**config.mk**
```make
export PLATFORM = sky130hd
export DESIGN_NAME = demux_7_32b_reg
export DESIGN_NICKNAME = d
export VERILOG_FILES = /design/src/rtl/demux_7_32b_reg.sv
export SDC_FILE = /design/constraint.sdc
export NUM_CORES = 1
export LEC_CHECK = 0
export BUFFER_PORTS_ARGS = -buffer_cell sky130_fd_sc_hd__buf_2
export CORE_MARGIN = 2
export CORE_UTILIZATION = 41
export CTS_BUF_LIST = sky130_fd_sc_hd__clkbuf_16
export DETAILED_ROUTE_END_ITERATION = 8
export PLACE_DENSITY = 0.66
export SLEW_MARGIN = 25
export SYNTH_ARGS = -nofsm -noshare
export SYNTH_HDL_FRONTEND = slang
export SYNTH_SLANG_ARGS = --single-unit
```
**constraint.sdc**
```tcl
create_clock -name clk -period 3.3 [get_ports clk]
set_clock_uncertainty 0.1 [all_clocks]
set_input_delay 0.165 -clock clk [delete_from_list [all_inputs] [get_ports clk]]
set_output_delay 0.165 -clock clk [all_outputs]
set_load 0.01 [all_outputs]
```
**src/rtl/demux_7_32b_reg.sv**
```systemverilog
// Registered 1-to-7 word distributor with per-channel valid/ack drain.
// Select 7 discards the word and bumps a saturating drop counter.
module demux_7_32b_reg #(
  parameter int DATA_W = 32,
  parameter int CNT_W  = 8
) (
  input  logic              clk,
  input  logic              reset,
  input  logic              flush,
  input  logic [2:0]        seletor,
  input  logic [DATA_W-1:0] in_data,
  input  logic              in_valid,
  output logic              in_ready,
  output logic [DATA_W-1:0] out_0,
  output logic [DATA_W-1:0] out_1,
  output logic [DATA_W-1:0] out_2,
  output logic [DATA_W-1:0] out_3,
  output logic [DATA_W-1:0] out_4,
  output logic [DATA_W-1:0] out_5,
  output logic [DATA_W-1:0] out_6,
  output logic [6:0]        out_valid,
  input  logic [6:0]        out_ack,
  output logic [CNT_W-1:0]  drop_count
);

  logic [DATA_W-1:0] data_q [7];
  logic [6:0]        vld_q;
  logic [CNT_W-1:0]  cnt_q;
  logic [6:0]        ack_eff;
  logic [7:0]        room;
  logic [7:0]        dec;
  logic              xfer;
  logic [6:0]        wr;
  logic              drop;

  assign ack_eff = vld_q & out_ack;

  // Slot 7 is the discard sink and always has room.
  assign room     = {1'b1, ~vld_q | ack_eff};
  assign in_ready = ~flush & room[seletor];

  assign xfer = in_valid & in_ready;
  assign dec  = 8'(1) << seletor;
  assign wr   = dec[6:0] & {7{xfer}};
  assign drop = dec[7] & xfer;

  always_ff @(posedge clk or negedge reset) begin
    if (!reset) begin
      vld_q <= '0;
    end else if (flush) begin
      vld_q <= '0;
    end else begin
      vld_q <= (vld_q & ~ack_eff) | wr;
    end
  end

  always_ff @(posedge clk or negedge reset) begin
    if (!reset) begin
      for (int i = 0; i < 7; i++) data_q[i] <= '0;
    end else begin
      for (int i = 0; i < 7; i++) begin
        if (wr[i]) data_q[i] <= in_data;
      end
    end
  end

  always_ff @(posedge clk or negedge reset) begin
    if (!reset) begin
      cnt_q <= '0;
    end else if (drop && (cnt_q != '1)) begin
      cnt_q <= cnt_q + 1'b1;
    end
  end

  assign out_0      = data_q[0];
  assign out_1      = data_q[1];
  assign out_2      = data_q[2];
  assign out_3      = data_q[3];
  assign out_4      = data_q[4];
  assign out_5      = data_q[5];
  assign out_6      = data_q[6];
  assign out_valid  = vld_q;
  assign drop_count = cnt_q;

endmodule
```
== After elaboration in Yosys (flattened, before gate mapping) ==
Index checks and enable logic that the tools add are counted.
Cells by class
  reduce and logical (&&, ||, !) cells: 1
  magnitude comparators: 1
  shift operators: 1
  $add $sub $neg: 1
  bitwise operators: 11
  equal/unequal tests: 1
  muxes and demuxes: 3
Operators with widths (number)
  $and 7x7->7: 3
  $not 7->7: 2
  $or 7x7->7: 2
  $add 8x1->8 const B: 1
  $ne 8x8->1 const B: 1
  $shl 1x3->8 const A: 1
  $mux 7: 1
  $lt 3x4->1 const B: 1
  $and 1x1->1: 3
  $bmux 1 s3: 1
  $logic_and 1x1->1: 1
  $mux 1: 1
  $not 1->1: 1
Storage, ports and cells
  bits of input ports: 46
  output and inout bits: 240
  bits in registers: 239

== Logic depth before layout (Yosys ltp) ==
  depth in word-level cells: 9
  mapped depth: 7

== Least setup slack after synthesis ==
Ideal clock, no wire load.
  path kind: reg-to-reg
  start point: register vld_q[5], in the netlist out_valid[5]
  end point: register data_q (netlist bit out_5[10])
  period minus slack after synthesis: 1692 ps
  stages on the path, launching flop included: 5
  library setup time: 125 ps
  path slack: 1608 ps
  data arrival time: 1467 ps
  path buffers: 1
  path through: dfrtp_1 nor2b_1 nor4b_4 buf_4 mux2_2
On the way
  longest elaborated chain between the ends: 7
RTL lines
  from (decl): RTL line 27  | logic [6:0] vld_q;
  from (signal assigned): RTL line 53  | vld_q <= (vld_q & ~ack_eff) | wr;
  $and 7x7->7 or $not 7->7 (tied branches): RTL line 36, 39
  $or 7x7->7 *: RTL line 39  | assign room = {1'b1, ~vld_q | ack_eff};
  $bmux 1 s3 *: RTL line 40  | assign in_ready = ~flush & room[seletor];
  $mux 1 (not written as such) *: RTL line 40
  $and 1x1->1 *: RTL line 40
  $and 1x1->1 *: RTL line 42  | assign xfer = in_valid & in_ready;
  $and 7x7->7 *: RTL line 44  | assign wr = dec[6:0] & {7{xfer}};
  to (signal, indexed assignment): RTL line 62  | if (wr[i]) data_q[i] <= in_data;
  to (decl): RTL line 26  | logic [DATA_W-1:0] data_q [7];
Every way passes the cells marked *; elsewhere a longest branch is shown, timed or not. The select of a mux whose other input is x is not followed.
A chain may end at the register's enable or synchronous reset.

== Final worst setup path ==
  start point: input flush
  end point: register data_q (netlist bit out_1[2])
On the way
  longest elaborated chain between the ends: 4
RTL lines
  from (decl): RTL line 9  | input logic flush,
  $not 1->1: RTL line 40
  $and 1x1->1: RTL line 40
  $and 1x1->1: RTL line 42
  $and 7x7->7: RTL line 44
Every way passes these cells.

==> qor.yml <==
via_count: 5992
viasPerCell: 4.973
grt_pass1_vias: 6325
tightest_slew_ps: 968.5
worst-setup-path-type: "primary input to flip-flop"
worstSkewPairLatency_ps: 520
critPathCaptureType: "flip-flop"
tritoncts: "done"
min_period_ps: 2374
rsz0062_at_grt: "no"
dp_cells: 1114
synth_top_family_by_area: "multiplexers"
layout_common_cells: "buf_2, dfrtp_1, mux2_2"
drive_above_1_share: 0.6076
initial_core_util: 0.4187
status: "complete, no violations"
yosysSeqAreaShare: 0.6525
drt-initial-drc-count: 202
rows: 54
ios: 286
critPathLaunchType: "primary input"
grt_max_degree: 91
core_area_mm2: 0.02189
rrSetupSlack_ps: 1250
die_y_um: 153.5
cts_sinks: 239
antenna_found_initial: 0
ir_drop_v: 0.0004938
holdCritPathClass: "primary input to flip-flop"
clk_pin_slew_ps: 60
grt_pass1_wl_um: 36930
hold_violations: 0
setup_viol: 0
synth_top_cell_by_area: "dfrtp_1"
nFillCells: 1850
synth-compound-area-share: 0.008736
synth_mux_area_frac: 0.2821
synth_top_area_frac: 0.6525
synthCells: 564
first_pass_iters: 4
synth-simple-area-share: 0.03590
synth_cell_types: 29
powerDensity_mw_per_mm2: 714.5
ant_nets: 0
finalSetupTns_ps: 0
mostFrequentLayoutCell: "buf_2"
synth-xor-area-share: 0.001911
p_leak_nw: 5.983
drc_errors: 0
final_nets: 952
ys.flop_type: "dfrtp_1"
synth_area_leaders: "dfrtp_1, mux2_2, buf_2"
dpl_worst_slack_ps: 897.1
avgRoutedWirePerCell_um: 19.22
gp_congestion: 0.7781
cts-root-buf: "clkbuf_16"
die_w_um: 153.5
portBuffers: 285
syn_area_mm2: 0.009166
overflow: 0
htreeDepth: 1
max_freq_ghz: 0.4212
syn_nets: 611
yosys_register_bits: 239
track_usage: 0.1961
min_period_over_period: 0.7194
synthArstFlopShare: 1.000
routed_wl_um: 23160
synth_fa_ha_area_frac: 0.001365
cap_violations: 0
layout.cells.non_filler: 1205
ys_warn_count: 0
cp.arrival_ps: 2670
synth_edf_count: 0
synthToLayoutAreaGrowth_pct: 33.11
syn_area_per_cell_um2: 16.25
required_ps: 3600
clockBufferDepth: 3
finalPower_mw: 8.718
die_area_mm2: 0.02357
critPathMaxFanout: 22
cts-buffers-inserted: 26
slew_headroom: 0.3543
finalWorstSetupSlack_ps: 925.9
dp.final_hpwl_um: 15290
cts_setup_buffers: 0
maxSlewViolCount: 0
antenna_cells: 0
-- routing by layer --
metal  track usage  wire, µm  vias up  part of all wire
li1              -         -     2672                 -
met1        0.2600      9840     3038              0.42
met2        0.3158     10720      236              0.46
met3       0.05891      2019       46             0.087
met4       0.05417       579        0             0.025
met5             0         0        -                 0
-- registers in the layout (all words and copies together), names as in the netlist --
signal / count
out_0: 32
out_1: 32
out_2: 32
out_3: 32
out_4: 32
out_5: 32
out_6: 32
drop_count: 8
out_valid: 7
-- per-stage QoR --
stage / cell area [µm²] / utilization / hold slack [ps]
after floorplan: 9166 / - / -230.6
after global placement: 10930 / 0.4993 / 133.4
after detailed placement: 10930 / 0.4993 / 129.5
after CTS: 12200 / 0.5574 / 43.93
after global routing: 12200 / 0.5574 / 94.25
final: 12200 / 0.5574 / 69.53
-- where the power goes --
group          internal (mW)  switching, mW
clock                   1.70           1.14
combinational          0.989          0.975
sequential              3.59          0.322
-- cell usage after synthesis, drive strengths merged, types with 2 or more instances --
cell,instances
nand3,13
inv,2
buf,26
o21ai,4
mux2i,3
nand2,7
nand2b,7
o21a,2
a31oi,2
xnor2,2
nor3b,2
nor3,3
a21oi,3
nor2b,5
nand3b,2
nor2,7
dfrtp,239
mux2,227
-- worst max-delay path: stages --
cell and delay (ps):
dlygate4sd3_1 540, buf_2 190, nor3b_2 400, nand3_2 630, buf_4 450, mux2_2 290
-- timing repair --
| action | 4_1_cts | 5_1_grt |
|---|---|---|
| hold buffers | 43 | 0 |
| resized for setup | 0 | 0 |
| hold endpoints to repair | 319 | 0 |
-- area by class of cell --
type,count,area [µm²],area share
timing repair buffer,339,1974,0.1618
clock buffer,27,675.6,0.05537
clock inverter,21,165.2,0.01354
multi-input combinational,297,3048,0.2498
sequential,239,5981,0.4902
inverter,2,7.507,0.0006153
tap,280,350.3,0.02871
-- kinds of logic after synthesis --
family          after synthesis
compound gates               13
flops                       239
xor+xnor                      2
fa+ha+maj                     1
mux                         230
buf+inv                      28
simple gates                 51
-- worst paths after layout --
check | startpoint | endpoint | cells past startpoint
setup / recovery | flush | out_1[2] | 6
setup reg to reg | out_valid[0] | out_0[16] | 4
hold reg to reg | out_6[2] | out_6[2] | 1
max in group asynchronous | reset | out_3[13] | 3
min in group asynchronous | reset | drop_count[3] | 2
hold / removal | seletor[0] | drop_count[6] | 4
Power figures use the tool's default switching activity.
